<file path="config.mk">
export PLATFORM = sky130hd
export DESIGN_NAME = uart_rx_fifo
export DESIGN_NICKNAME = d
export VERILOG_FILES = /design/src/rtl/uart_rx_fifo.sv
export SDC_FILE = /design/constraint.sdc
export NUM_CORES = 1
export LEC_CHECK = 0
export CORE_MARGIN = 2
export CORE_UTILIZATION = 43
export CTS_CLUSTER_DIAMETER = 40
export CTS_CLUSTER_SIZE = 28
export DETAILED_ROUTE_END_ITERATION = 8
export SLEW_MARGIN = 40
export SYNTH_ARGS = -nofsm -noshare
export SYNTH_HDL_FRONTEND = slang
export SYNTH_SLANG_ARGS = --single-unit
</file>
<file path="constraint.sdc">
create_clock -name CLK -period 2.4 [get_ports CLK]
set_input_delay 0.6 -clock CLK [delete_from_list [all_inputs] [get_ports CLK]]
set_output_delay 0.6 -clock CLK [all_outputs]
set_load 0.02 [all_outputs]
</file>
<file path="src/rtl/uart_rx_fifo.sv">
// UART receiver with 2-FF input synchroniser, configurable framing and parity,
// false-start rejection, break handling and a first-word-fall-through receive FIFO.
module uart_rx_fifo #(
  parameter int unsigned CLOCK_FREQ = 100000000,
  parameter int unsigned BAUD_RATE  = 115200,
  parameter int unsigned DATA_BITS  = 8,
  parameter int unsigned PARITY     = 0,
  parameter int unsigned STOP_BITS  = 1,
  parameter int unsigned FIFO_DEPTH = 4
) (
  input  logic                              CLK,
  input  logic                              RESET,
  input  logic                              RX,
  output logic [DATA_BITS-1:0]              RX_DATA,
  output logic                              RX_VALID,
  input  logic                              RX_READY,
  output logic                              FRAME_ERR,
  output logic                              PARITY_ERR,
  output logic                              OVERRUN,
  input  logic                              CLR_ERR,
  output logic [$clog2(FIFO_DEPTH+1)-1:0]   FIFO_COUNT,
  output logic                              BUSY
);

  localparam int unsigned BIT_CYCLES = CLOCK_FREQ / BAUD_RATE;
  localparam int unsigned HALF       = BIT_CYCLES / 2;
  localparam int unsigned CntW       = $clog2(BIT_CYCLES + 1);
  localparam int unsigned AW         = $clog2(FIFO_DEPTH);
  localparam int unsigned CW         = $clog2(FIFO_DEPTH + 1);
  localparam int unsigned EW         = DATA_BITS + 2;
  localparam logic        OddPar     = (PARITY == 1);

  localparam logic [2:0] StIdle  = 3'd0;
  localparam logic [2:0] StStart = 3'd1;
  localparam logic [2:0] StData  = 3'd2;
  localparam logic [2:0] StPar   = 3'd3;
  localparam logic [2:0] StStop  = 3'd4;
  localparam logic [2:0] StBreak = 3'd5;

  logic                 rx_meta_q, rx_s_q;
  logic [2:0]           state_q, state_d;
  logic [CntW-1:0]      cnt_q, cnt_d;
  logic [3:0]           bit_q, bit_d;
  logic [DATA_BITS-1:0] shift_q, shift_d;
  logic                 perr_q, perr_d, ferr_q, ferr_d;
  logic                 push, bit_end;
  logic [EW-1:0]        entry;

  logic [EW-1:0]        mem_q [FIFO_DEPTH];
  logic [EW-1:0]        mem_d [FIFO_DEPTH];
  logic [AW-1:0]        wr_ptr_q, wr_ptr_d, rd_ptr_q, rd_ptr_d;
  logic [CW-1:0]        count_q, count_d;
  logic                 overrun_q, overrun_d;
  logic                 pop, full, do_push;
  logic [EW-1:0]        head;

  assign bit_end = (cnt_q == CntW'(BIT_CYCLES - 1));
  // The final stop sample is folded into the pushed entry in the same cycle.
  assign entry   = {perr_q, ferr_q | ~rx_s_q, shift_q};

  always_comb begin
    state_d = state_q;
    cnt_d   = cnt_q;
    bit_d   = bit_q;
    shift_d = shift_q;
    perr_d  = perr_q;
    ferr_d  = ferr_q;
    push    = 1'b0;
    case (state_q)
      StIdle: begin
        if (!rx_s_q) begin
          state_d = StStart;
          cnt_d   = '0;
        end
      end
      StStart: begin
        if (cnt_q == CntW'(HALF - 1)) begin
          cnt_d = '0;
          if (rx_s_q) begin
            state_d = StIdle;
          end else begin
            state_d = StData;
            bit_d   = '0;
            perr_d  = 1'b0;
            ferr_d  = 1'b0;
          end
        end else begin
          cnt_d = cnt_q + 1'b1;
        end
      end
      StData: begin
        if (bit_end) begin
          cnt_d   = '0;
          shift_d = {rx_s_q, shift_q[DATA_BITS-1:1]};
          if (bit_q == 4'(DATA_BITS - 1)) begin
            bit_d   = '0;
            state_d = (PARITY != 0) ? StPar : StStop;
          end else begin
            bit_d = bit_q + 1'b1;
          end
        end else begin
          cnt_d = cnt_q + 1'b1;
        end
      end
      StPar: begin
        if (bit_end) begin
          cnt_d   = '0;
          perr_d  = ((^shift_q) ^ rx_s_q) != OddPar;
          state_d = StStop;
        end else begin
          cnt_d = cnt_q + 1'b1;
        end
      end
      StStop: begin
        if (bit_end) begin
          cnt_d = '0;
          if (!rx_s_q) ferr_d = 1'b1;
          if (bit_q == 4'(STOP_BITS - 1)) begin
            push    = 1'b1;
            bit_d   = '0;
            state_d = rx_s_q ? StIdle : StBreak;
          end else begin
            bit_d = bit_q + 1'b1;
          end
        end else begin
          cnt_d = cnt_q + 1'b1;
        end
      end
      StBreak: begin
        if (rx_s_q) state_d = StIdle;
      end
      default: state_d = StIdle;
    endcase
  end

  // A simultaneous pop frees a slot, so a full FIFO still accepts the push.
  assign pop     = (count_q != '0) && RX_READY;
  assign full    = (count_q == CW'(FIFO_DEPTH));
  assign do_push = push && (!full || pop);

  always_comb begin
    mem_d    = mem_q;
    wr_ptr_d = wr_ptr_q;
    rd_ptr_d = rd_ptr_q;
    count_d  = count_q;
    if (do_push) begin
      mem_d[wr_ptr_q] = entry;
      wr_ptr_d        = wr_ptr_q + 1'b1;
    end
    if (pop) rd_ptr_d = rd_ptr_q + 1'b1;
    if (do_push && !pop) count_d = count_q + 1'b1;
    else if (!do_push && pop) count_d = count_q - 1'b1;
    if (push && full && !pop) overrun_d = 1'b1;
    else if (CLR_ERR) overrun_d = 1'b0;
    else overrun_d = overrun_q;
  end

  always_ff @(posedge CLK or posedge RESET) begin
    if (RESET) begin
      rx_meta_q <= 1'b1;
      rx_s_q    <= 1'b1;
      state_q   <= StIdle;
      cnt_q     <= '0;
      bit_q     <= '0;
      shift_q   <= '0;
      perr_q    <= 1'b0;
      ferr_q    <= 1'b0;
      for (int i = 0; i < FIFO_DEPTH; i++) mem_q[i] <= '0;
      wr_ptr_q  <= '0;
      rd_ptr_q  <= '0;
      count_q   <= '0;
      overrun_q <= 1'b0;
    end else begin
      rx_meta_q <= RX;
      rx_s_q    <= rx_meta_q;
      state_q   <= state_d;
      cnt_q     <= cnt_d;
      bit_q     <= bit_d;
      shift_q   <= shift_d;
      perr_q    <= perr_d;
      ferr_q    <= ferr_d;
      mem_q     <= mem_d;
      wr_ptr_q  <= wr_ptr_d;
      rd_ptr_q  <= rd_ptr_d;
      count_q   <= count_d;
      overrun_q <= overrun_d;
    end
  end

  assign head       = mem_q[rd_ptr_q];
  assign RX_VALID   = (count_q != '0);
  assign RX_DATA    = RX_VALID ? head[DATA_BITS-1:0] : '0;
  assign FRAME_ERR  = RX_VALID & head[DATA_BITS];
  assign PARITY_ERR = RX_VALID & head[DATA_BITS+1];
  assign OVERRUN    = overrun_q;
  assign FIFO_COUNT = count_q;
  assign BUSY       = (state_q != StIdle);

endmodule

</file>
* After elaboration in Yosys (flattened, before gate mapping) *
Cells that the tools add are included.

storage, ports and cells
  register bits after elaboration = 77
  input bits = 5
  word-level logic and storage cells = 123

cells by class
  add/subtract/negate cells = 6
  order comparisons = 3
  eq/ne operators = 19
  mux-type cells = 43
  bitwise gates (word level) = 7
  reductions and logical operators = 29

operator list
  cell                   number
  $mux 10                6
  $bwmux 40              1
  $mux 3                 11
  $pmux 10 s3            1
  $mux 4                 6
  $bmux 10 s2            1
  $demux 10 s2           1
  $ne 2x2->1 const B     10
  $pmux 3 s6             1
  $pmux 4 s3             1
  $reduce_bool 3->1      4
  $add 10x1->10 const B  1
  $eq 10x10->1 const B   1
  $eq 10x9->1 const B    1
  $mux 1                 10
  $reduce_and 5->1       2
  $eq 3x3->1 const B     3
  $mux 8                 1
  $reduce_and 8->1       1
  $reduce_bool 2->1      4
  $reduce_xor 8->1       1
  $logic_and 1x1->1      7
  $eq 3x2->1 const B     2
  $ge 3x3->1 const B     2
  21 further kinds       28

* Depth between registers and ports, before layout *
  word-level depth = 9
  depth in mapped cells = 11
  depth with buffers taken out = 11

* Worst setup path before layout *
OpenSTA, ideal clock, no wires.

  kind = register to register
  start point = reg state_q[2]
  end point = reg count_q[2] (netlist: FIFO_COUNT[2])
  library setup time = 0.080 ns
  arrival time = 2.432 ns
  required time = 2.320 ns
  slack = -0.112 ns
  stages on the path, launching flop included = 12
  buffers on the path = 2
  period minus slack after synthesis = 2.512 ns
  cells stage by stage = dfrtp_1 buf_4 or3b_1 clkbuf_1 and2b_1 and3_1 ha_1 inv_1 fa_1 xor2_1 nor2_1 xor2_1

between the ends
  word-level cells in the longest chain between the ends = 6
  elaborated cells between the ends (all ways) = 8

ends and longest elaborated chain
  element                             RTL line  RTL
  start, declared                     41        logic [2:0] state_q, state_d;
  start signal, assigned              162       state_q <= StIdle;
  start signal, assigned              176       state_q <= state_d;
  $eq 3x3->1 (*)                      69        case (state_q)
  $mux 1 (*)                          69
  $logic_and 1x1->1 (*)               139       assign do_push = push && (!full || pop);
  via do_push                         54        logic pop, full, do_push;
  $logic_not 1->1                     152       else if (!do_push && pop) count_d = count_q - 1'b1;
  $logic_and 1x1->1                   152
  $reduce_bool 2->1 (no source line)  --
  end signal, assigned                185       count_q <= count_d;
  end, declared                       52        logic [CW-1:0] count_q, count_d;

Mark *: on every way through the listed nets, which the timed path passes. The rest lies on a longest branch.
A chain may end at the register's enable or synchronous reset.

* Worst setup path after layout *
  start point = reg rd_ptr_q[0]
  end point = out RX_DATA[3]

between the ends
  word-level cells in the longest chain between the ends = 5

ends and longest elaborated chain
  element                                     RTL line  RTL
  start, declared                             51        logic [AW-1:0] wr_ptr_q, wr_ptr_d, rd_ptr_q, rd_ptr_d;
  start signal, assigned                      184       rd_ptr_q <= rd_ptr_d;
  $not 2->3 (not written as such)             190       assign head = mem_q[rd_ptr_q];
  $bmux 10 s2                                 190
  $mux 10 (not written as such) (2 in a row)  190
  $mux 8                                      192       assign RX_DATA = RX_VALID ? head[DATA_BITS-1:0] : '0;
  end, declared                               14        output logic [DATA_BITS-1:0] RX_DATA,

Every way passes these cells. The select of a mux whose other input is x is not followed.

==> impl_metrics.env <==
export IMPL_synthArstFlopShare=1.00
export IMPL_synthDistinctLibCells=53
export IMPL_netlist_area_um2=4100
export IMPL_dieArea_um2=10300
export IMPL_cp_required_ns=1.80
export IMPL_cap_violations=0
export IMPL_ys_ff_latch=77
export IMPL_path_class="flip-flop to primary output"
export IMPL_coreArea_um2=9240
export IMPL_seqCellArea_um2=1930
export IMPL_htree_levels=3
export IMPL_die_h_um=102
export IMPL_hold_class="flip-flop to flip-flop"
export IMPL_fin_crit_sh=1.01
export IMPL_nNetsFinal=396
export IMPL_fin_skew_ns=0.0136
export IMPL_total_power_mw=2.40
export IMPL_clock_path_buffers=2
export IMPL_clk_pin_slew_ns=0.10
export IMPL_grt_overflow_total=0
export IMPL_finalHoldViolations=0
export IMPL_ios=21
export IMPL_ant_nets=0
export IMPL_initial_core_util=0.444
export IMPL_powerDensity_nw_per_um2=474
export IMPL_post_dp_cell_area_um2=4770
export IMPL_finalWorstSetupSlack_ns=-0.0154
export IMPL_rr_worst_depth=7
export IMPL_drive_gt1_frac=0.404
export IMPL_crit_path_start_kind="flip-flop"
export IMPL_min_path_cells=0
export IMPL_final_area_um2=5070
export IMPL_clkSinkCount=77
export IMPL_cp_end_kind="primary output"
export IMPL_die_w_um=102
export IMPL_vias_per_cell=5.23
export IMPL_ys_top_cells_by_area="dfrtp_1 46%, mux2_4 12%, mux4_2 5.5%, mux2_2 3.6%, ha_1 2.7%"
export IMPL_area_growth_pct=23.5
export IMPL_syn_num_nets=334
export IMPL_ys_warn_count=0
export IMPL_hold_buffers=0
export IMPL_crit_arrival_ns=1.82
export IMPL_synth_edff_count=0
export IMPL_first_global_vias=2729
export IMPL_grt_max_degree=24
export IMPL_diodes=0
export IMPL_outcome="finished, violations left"
export IMPL_num_vias=2696
export IMPL_setup_viol=1
export IMPL_peakVddDrop_v=0.000316
export IMPL_rows=35
export IMPL_crit_fanout=6
export IMPL_root_buffer="clkbuf_8"
export IMPL_wl_per_cell_um=16.2
export IMPL_synth_top_area_cell="dfrtp_1"
export IMPL_worst_pin_slew_ns=0.535
export IMPL_dr_pass1_iters=4
export IMPL_violations="negative setup slack"
export IMPL_track_usage=0.177
export IMPL_nFillCells=791
export IMPL_avgSynthCellArea_um2=12.9
export IMPL_synthCells=319
export IMPL_dp_hpwl_um=5620
export IMPL_clock_latency_ns=0.36
export IMPL_max_freq_ghz=0.414
export IMPL_synth_ff_type="dfrtp_1"
export IMPL_slew_headroom=0.643
export IMPL_io_buffers=20
export IMPL_gp_congestion=0.830
export IMPL_fin_crit_ns=2.42
export IMPL_grt_pass1_wl_um=14000
export IMPL_antenna_found_initial=0
export IMPL_multi_input_area_um2=2100
export IMPL_initialDrtViolationCount=126
export IMPL_drc_errors=0
export IMPL_ys_seq_area_frac=0.470
export IMPL_maxSlewViolCount=0
export IMPL_rsz0062_at_grt="yes"
export IMPL_synth_top_area_share=0.457
export IMPL_cts_tree="built"
export IMPL_wl_um=8360
export IMPL_power_leakage_nw=2.45
export IMPL_cts_made_buffers=9
kinds of logic after synthesis:
group                      after synthesis  share of synthesized area
DFF                                     77                      0.470
buffers and inverters                   24                     0.0338
AOI/OAI and AO/OA                       41                     0.0683
muxes                                   58                      0.215
and+or+nand+nor                         92                      0.144
xor gates and xnor gates                17                     0.0363
adders and majority gates               10                     0.0323
what timing repair did:
action | in CTS | in global routing
setup endpoints to repair | 12 | 12
cloned | 0 | 1
resized for setup | 41 | 24
buffers inserted | 1 | 3
pin swaps | 0 | 5
per-stage QoR:
stage	TNS [ns]	instances	worst slack [ns]	hold slack (ns)	util
floorplan	-0.0727	319	-0.0459	0.345	-
global placement	-2.85	494	-0.237	0.347	0.516
detailed placement	-4.73	494	-0.310	0.349	0.516
CTS	-0.0708	511	-0.0708	0.364	0.535
global route	-0.257	515	-0.0693	0.370	0.549
finish	-0.0154	515	-0.0154	0.363	0.549
cell usage in the layout, fill, tap and decap left out, drive strengths merged, types with 5 or more instances in the layout:
cell type,count
nor3,6
nand3,12
nand2b,5
mux2,45
mux4,10
clkbuf,10
dfrtp,75
xor2,5
clkdlybuf4s50,8
nand2,18
buf,54
nor2,8
inv,12
o21ai,19
a21o,7
nor4,5
and2,12
ha,9
xnor2,12
cell usage after synthesis (6+ instances only):
| master | n |
|---|---|
| inv_1 | 10 |
| nor2_1 | 8 |
| mux4_2 | 10 |
| mux2_4 | 32 |
| xnor2_1 | 12 |
| buf_6 | 6 |
| a21o_1 | 7 |
| and2_1 | 12 |
| mux2_2 | 13 |
| dfrtp_1 | 75 |
| nand3_1 | 8 |
| o21ai_0 | 19 |
| ha_1 | 9 |
| nand2_1 | 18 |
metal layers:
metal,track usage,share of wire,vias up
li1,-,-,1281
met1,0.250,0.48,1360
met2,0.278,0.48,44
met3,0.0228,0.028,11
met4,0.0686,0.014,0
met5,0,0,-
critical path, cell delays in order, from the launching register on:
cell and delay (ns):
dfrtp_2 0.43, buf_12 0.14, buf_4 0.11, mux4_2 0.46, and2_1 0.16, buf_2 0.15
registers in the layout (all words and copies together) (netlist names):
signal / cells
mem_q: 40
cnt_q: 10
shift_q: 8
bit_q: 4
FIFO_COUNT: 3
state_q: 3
rd_ptr_q: 2
wr_ptr_q: 2
OVERRUN: 1
ferr_q: 1
perr_q: 1
rx_meta_q: 1
rx_s_q: 1
area by class of cell:
class                   instances  share of cell area
repair buffers                 65               0.124
well taps                     129              0.0318
clock inverters                 7              0.0163
multi-input cells             218               0.415
inverters                      10             0.00814
clock buffers                   9              0.0244
flip-flops and latches         77               0.381
report_power, final:
part	leakage, nW	switching (mW)	internal [mW]
Sequential	1.04	0.00282	1.30
Clock	0.0984	0.551	0.497
Combinational	1.31	0.0334	0.0185
worst paths after layout:
check	startpoint	to	slack [ns]
max reg2reg	cnt_q[0]$_DFFE_PP0P_	bit_q[0]$_DFFE_PP0P_	0.07
min reg2reg	rx_meta_q$_DFF_PP1_	rx_s_q$_DFF_PP1_	0.36
min	rx_meta_q$_DFF_PP1_	rx_s_q$_DFF_PP1_	0.36
min in group asynchronous	RESET	wr_ptr_q[0]$_DFFE_PP0P_	0.64
max	rd_ptr_q[0]$_DFFE_PP0P_	RX_DATA[3]	-0.02
max in group asynchronous	RESET	rx_meta_q$_DFF_PP1_	1.15
Power figures use the tool's default switching activity.
